$ cat src/rtl/regfile_dump_reader.sv
// rtl/regfile_dump_reader.sv - walks a register file and streams each register out as a valid/ready beat
module regfile_dump_reader #(
    parameter int P_WIDTH     = 16,
    parameter int P_NUM_REGS  = 16,
    parameter int P_SEL_WIDTH = 4
) (
    input  logic                   I_CLK,
    input  logic                   I_NRESET,
    input  logic                   I_START,
    input  logic                   I_ABORT,
    output logic [P_SEL_WIDTH-1:0] O_REG_SEL,
    input  logic [P_WIDTH-1:0]     I_REG_DATA,
    output logic [P_WIDTH-1:0]     O_DATA,
    output logic [P_SEL_WIDTH-1:0] O_INDEX,
    output logic                   O_VALID,
    input  logic                   I_READY,
    output logic                   O_BUSY,
    output logic                   O_DONE
);

    // P_NUM_REGS must fit in P_SEL_WIDTH bits; the last index is the wrap point
    localparam logic [P_SEL_WIDTH-1:0] LAST_IDX = P_SEL_WIDTH'(P_NUM_REGS - 1);
    localparam logic [P_SEL_WIDTH-1:0] IDX_ONE  = {{(P_SEL_WIDTH-1){1'b0}}, 1'b1};

    typedef enum logic [1:0] {
        IDLE    = 2'd0,
        FETCH   = 2'd1,
        PRESENT = 2'd2,
        DONE    = 2'd3
    } state_t;

    state_t                  state_q;
    state_t                  state_d;
    logic [P_SEL_WIDTH-1:0]  idx_q;
    logic [P_SEL_WIDTH-1:0]  idx_d;
    logic [P_WIDTH-1:0]      data_q;
    logic [P_SEL_WIDTH-1:0]  index_q;
    logic                    capture;

    // State and index registers; reset clears everything without a clock edge
    always_ff @(posedge I_CLK or negedge I_NRESET) begin
        if (!I_NRESET) begin
            state_q <= IDLE;
            idx_q   <= '0;
        end else begin
            state_q <= state_d;
            idx_q   <= idx_d;
        end
    end

    // Beat holding registers: loaded only in FETCH so they hold through PRESENT, DONE and IDLE
    always_ff @(posedge I_CLK or negedge I_NRESET) begin
        if (!I_NRESET) begin
            data_q  <= '0;
            index_q <= '0;
        end else if (capture) begin
            data_q  <= I_REG_DATA;
            index_q <= idx_q;
        end
    end

    // Next-state logic; abort wins over ready and start in every state
    always_comb begin
        state_d = state_q;
        idx_d   = idx_q;
        capture = 1'b0;
        case (state_q)
            IDLE: begin
                // start only launches a dump when abort is not also asserted
                if (I_START && !I_ABORT) begin
                    state_d = FETCH;
                    idx_d   = '0;
                end
            end
            FETCH: begin
                if (I_ABORT) begin
                    state_d = IDLE;
                    idx_d   = '0;
                end else begin
                    capture = 1'b1;
                    state_d = PRESENT;
                end
            end
            PRESENT: begin
                if (I_ABORT) begin
                    // a beat accepted together with abort is the final one
                    state_d = IDLE;
                    idx_d   = '0;
                end else if (I_READY) begin
                    if (idx_q == LAST_IDX) begin
                        state_d = DONE;
                        idx_d   = '0;
                    end else begin
                        state_d = FETCH;
                        idx_d   = idx_q + IDX_ONE;
                    end
                end
            end
            DONE: begin
                state_d = IDLE;
                idx_d   = '0;
            end
            default: begin
                state_d = IDLE;
                idx_d   = '0;
            end
        endcase
    end

    // Outputs decode straight from registered state so they drop the instant reset asserts
    always_comb begin
        O_REG_SEL = idx_q;
        O_DATA    = data_q;
        O_INDEX   = index_q;
        O_VALID   = (state_q == PRESENT);
        O_BUSY    = (state_q != IDLE);
        O_DONE    = (state_q == DONE);
    end

endmodule

$ cat config.mk
export PLATFORM = sky130hd
export DESIGN_NAME = regfile_dump_reader
export DESIGN_NICKNAME = d
export VERILOG_FILES = /design/src/rtl/regfile_dump_reader.sv
export SDC_FILE = /design/constraint.sdc
export NUM_CORES = 1
export LEC_CHECK = 0
export CAP_MARGIN = 15
export CORE_MARGIN = 1.5
export CORE_UTILIZATION = 65
export CTS_CLUSTER_DIAMETER = 150
export CTS_CLUSTER_SIZE = 8
export DETAILED_ROUTE_END_ITERATION = 8
export DONT_BUFFER_PORTS = 1
export GPL_TIMING_DRIVEN = 1
export PLACE_DENSITY = 0.91
export SLEW_MARGIN = 10
export SYNTH_ARGS = -nofsm -noshare
export SYNTH_HDL_FRONTEND = slang
export SYNTH_SLANG_ARGS = --single-unit
$ cat constraint.sdc
create_clock -name I_CLK -period 2.3 [get_ports I_CLK]
set_input_delay 0.115 -clock I_CLK [delete_from_list [all_inputs] [get_ports I_CLK]]
set_output_delay 0.115 -clock I_CLK [all_outputs]
set_load 0.05 [all_outputs]
# [Word-level counts from Yosys, hierarchy flattened]
# Index checks and enable logic that the tools add are counted.
[word_totals] reg_bits=26 in_bits=21 out_inout_bits=27
[op_classes] addsub=1 n_mux=14 n_reduce_logical=6 n_eq_ne=7
[ops] operator="$mux 4" n=5
[ops] operator="$pmux 4 s4" n=1
[ops] operator="$mux 2" n=5
[ops] operator="$pmux 2 s4" n=1
[ops] operator="$add 4x1->4 const B" n=1
[ops] operator="$eq 2x2->1 const B" n=2
[ops] operator="$eq 4x4->1 const B" n=1
[ops] operator="$ne 2x2->1 const B" n=2
[ops] operator="$ne 3x2->1 const B" n=1
[ops] operator="$reduce_and 3->1" n=1
[ops] operator="$eq 2x1->1 const B" n=1
[ops] operator="$logic_not 2->1" n=1
[ops] operator="$mux 1" n=2
[ops] operator="$reduce_and 2->1" n=1
[ops] operator="$reduce_bool 2->1" n=1
[ops] operator="$logic_and 1x1->1" n=1
[ops] operator="$logic_not 1->1" n=1

# [Logic depth before layout (Yosys ltp)]
[logic_depth] word_depth=5 mapped_depth=4

# [Worst setup path before layout]
# OpenSTA, ideal clock, no wires.
[synth_path] path_kind="register -> register" from="register idx_q[0] (netlist: O_REG_SEL[0])" to="register idx_q[3] (netlist: O_REG_SEL[3])" t_arrival_ps=1271 required_ps=2166 path_stages_with_launch=5 path_buffers=0 path_slack_ps=895 period_less_slack_ps=1405 path_cell_list="dfrtp_1 ha_1 a21oi_1 o211ai_1 o211ai_1"
[synth_between] elab_chain_len=5
[synth_lines] item="from (decl)" line_no="34" source="logic [P_SEL_WIDTH-1:0] idx_q;"
[synth_lines] item="from (signal assigned)" line_no="47" source="idx_q <= idx_d;"
[synth_lines] item="$add 4x1->4 or $eq 4x4->1 (tied branches)" line_no="95, 90"
[synth_lines] item="$mux 4 (*)" line_no="90" source="if (idx_q == LAST_IDX) begin"
[synth_lines] item="$mux 4 (*)" line_no="89" source="end else if (I_READY) begin"
[synth_lines] item="$mux 4 (*)" line_no="85" source="if (I_ABORT) begin"
[synth_lines] item="$pmux 4 s4 (*)" line_no="67" source="case (state_q)"
# Every way passes the cells marked *; elsewhere a longest branch is shown, timed or not. The select of a mux whose other input is x is not followed.
# A chain may end at the register's enable or synchronous reset.

# [Final worst setup path]
[layout_path] from="register idx_q[1] (netlist: O_REG_SEL[1])" to="register idx_q[3] (netlist: O_REG_SEL[3])"
# Same word-level chain as after synthesis.

==> impl_metrics.json <==
{
  "p_seq_frac": 0.690,
  "combPwrFrac": 0.168,
  "worst_path_most_repeated_cell": "o211ai_1",
  "finalHoldViolations": 0,
  "numClockSinks": 26,
  "path_clk_slew_ns": 0.13,
  "cpPeakStageDelay_ns": 0.74,
  "grt-ovfl-total": 0,
  "detail_route.first_pass.iterations": 4,
  "grt_pass1_wl_um": 3490,
  "whs_ns": 0.0219,
  "path_max_fanout": 6,
  "hp-class": "in -> reg",
  "via_count": 723,
  "rsz0062_at_grt": "no",
  "drc": 0,
  "cts_buffer_depth": 2,
  "std_cell_rows": 15,
  "dieArea_um2": 2120,
  "max-slew-margin-rel": 0.597,
  "finClkSkew_ns": 0.00318,
  "period_share": 0.692,
  "grt_max_degree": 27,
  "drive_gt1_frac": 0.294,
  "clock.fmax_mhz": 629,
  "ctsHtreeMaxLevel": 1,
  "p_switching_uw": 569,
  "cts_buffers": 3,
  "antenna_left": 0,
  "worst-r2r-cell-count": 4,
  "hold_depth": 3,
  "worstPathCellList": "ha_1, a21oi_1, o211ai_1, o211ai_1",
  "pwr-share-clk": 0.142,
  "drt_iter0_drc": 15,
  "clock_latency_ns": 0.31,
  "tns_ns": 0,
  "synth_seq_cells": 26,
  "io_buffers": 0,
  "p_int_uw": 741,
  "multi_input_area_um2": 504,
  "report.final.slew_viol_count": 0,
  "cts_tree": "done",
  "ys_types": 26,
  "powerDensity_nw_per_um2": 905,
  "diodes": 0,
  "yosysWarnings": 0,
  "end_kind": "flip-flop",
  "track_usage": 0.244,
  "fin_nets": 126,
  "seq_area_frac_synth": 0.539,
  "startpoint_type": "flip-flop",
  "nFillCells": 98,
  "worst_path_max_delay_cell": "dfrtp_1",
  "place_congestion": 0.704,
  "grt_pass1_vias": 702,
  "fp.dieW_um": 46.1,
  "dpl.hpwl_um": 1520,
  "top_level_ports": 48,
  "p_leak_nw": 0.656,
  "switching_share": 0.434,
  "post_cts_buffers": 0,
  "setup_viol": 0,
  "critical_path_class": "reg -> reg",
  "worst_pin_slew_ns": 0.604,
  "cp.required_ns": 2.50,
  "routed_wl_um": 2520,
  "coreArea_um2": 1730,
  "cp.arrival_ns": 1.79,
  "routedWlPerCell_um": 19.8,
  "drv_cap": 0,
  "syn-instance-count": 79,
  "antenna_found_initial": 0,
  "fin_util": 0.838,
  "layout_common_cells": "26 x dfrtp_1, 20 x dlygate4sd3_1, 19 x mux2_4",
  "vdd_drop_max_mv": 0.546,
  "fin_crit_ns": 1.59,
  "via_per_inst": 5.69,
  "initial_utilization": 0.699,
  "final_common_cell": "dfrtp_1",
  "synth_area_per_cell_um2": 15.3,
  "syn-cell-area_um2": 1210,
  "clockRootBuffer": "clkbuf_4",
  "syn_nets": 101,
  "seqCellArea_um2": 651,
  "area_growth_pct": 20.0,
  "status": "finished clean",
  "die_h_um": 46.1
}
## path summary, 6_finish.rpt
| path | startpoint | endpoint | slack, ns |
|---|---|---|---|
| worst max-delay path | O_REG_SEL[1]$_DFFE_PN0P_ | O_REG_SEL[3]$_DFFE_PN0P_ | 0.71 |
| worst min-delay path | I_ABORT | O_REG_SEL[1]$_DFFE_PN0P_ | 0.02 |
| worst max register to register | O_REG_SEL[1]$_DFFE_PN0P_ | O_REG_SEL[3]$_DFFE_PN0P_ | 0.71 |
| worst min register to register | state_q[0]$_DFFE_PN0P_ | O_REG_SEL[1]$_DFFE_PN0P_ | 0.82 |
| max in group asynchronous | I_NRESET | O_DATA[3]$_DFFE_PN0P_ | 1.95 |
| min in group asynchronous | I_NRESET | O_DATA[1]$_DFFE_PN0P_ | 0.20 |
## metal layers
metal	wire (µm)	global-route usage
met1	994	0.295
met2	1240	0.394
met3	209	0.0706
met4	71	0.126
met5	0	0
## flip-flops by register name (all words and copies together) (netlist names)
name       count
O_REG_SEL      4
O_DATA        16
state_q        2
O_INDEX        4
## cell usage after synthesis
master	number	area share
dfrtp_1	26	0.54
mux2_4	19	0.24
inv_1	3	0.0093
mux2i_1	3	0.025
o211ai_1	3	0.019
buf_12	2	0.033
nand2_1	2	0.0062
nand3_1	2	0.0083
nand4_1	2	0.010
a211oi_2	1	0.010
a21o_1	1	0.0062
a21oi_1	1	0.0041
and2_1	1	0.0052
and2_4	1	0.0073
and3_1	1	0.0052
ha_1	1	0.010
mux2_2	1	0.0093
nand2b_1	1	0.0052
nand3b_1	1	0.0062
nor2_2	1	0.0052
nor2b_1	1	0.0052
nor3_1	1	0.0041
nor3b_1	1	0.0062
nor3b_2	1	0.010
nor4b_1	1	0.0073
or2_2	1	0.0052
## layout make-up
cell class	count	share of cell area
clock buffer	3	0.0156
inverter	3	0.00778
multi-input combinational	48	0.348
sequential	26	0.449
tap	25	0.0216
timing repair buffer	22	0.157
## logic make-up (layout without fill, tap and decap cells)
family,after synthesis,after routing,synth area share
DFF,26,26,0.539
AOI/OAI and AO/OA,6,6,0.0394
adders and majority gates,1,1,0.0104
buffers and inverters,5,28,0.0425
and+or+nand+nor,18,18,0.0975
muxes,23,23,0.271
## through the flow
step	power (mW)	setup WS (ns)	cells	cell area, µm²
detailed placement	1.08	0.765	103	1200
finish	1.31	0.709	127	1450
floorplan	1.05	0.895	79	1210
global route	1.35	0.669	127	1450
global placement	1.07	0.840	103	1200
CTS	1.31	0.747	127	1450
## timing repair
action	4_1_cts	5_1_grt
hold buffers	21	0
endpoints found under the hold margin	47	0
gates resized for setup	0	0
## worst max-delay path, delay by kind of cell (launching register included)
family	cells	cell delay, ns
AO/OA/AOI/OAI	3	0.41
adder cells (fa/ha/maj)	1	0.32
flip-flops	1	0.74
## power groups by stage
stage | registers, mW | logic, mW | clock network [mW]
final | 0.904 | 0.220 | 0.186
after global routing | 0.913 | 0.232 | 0.205
after CTS | 0.900 | 0.218 | 0.187
after detailed placement | 0.910 | 0.174 | 0
after global placement | 0.903 | 0.164 | 0
after floorplan | 0.889 | 0.163 | 0
No activity file was read; power rests on OpenSTA's default activity.
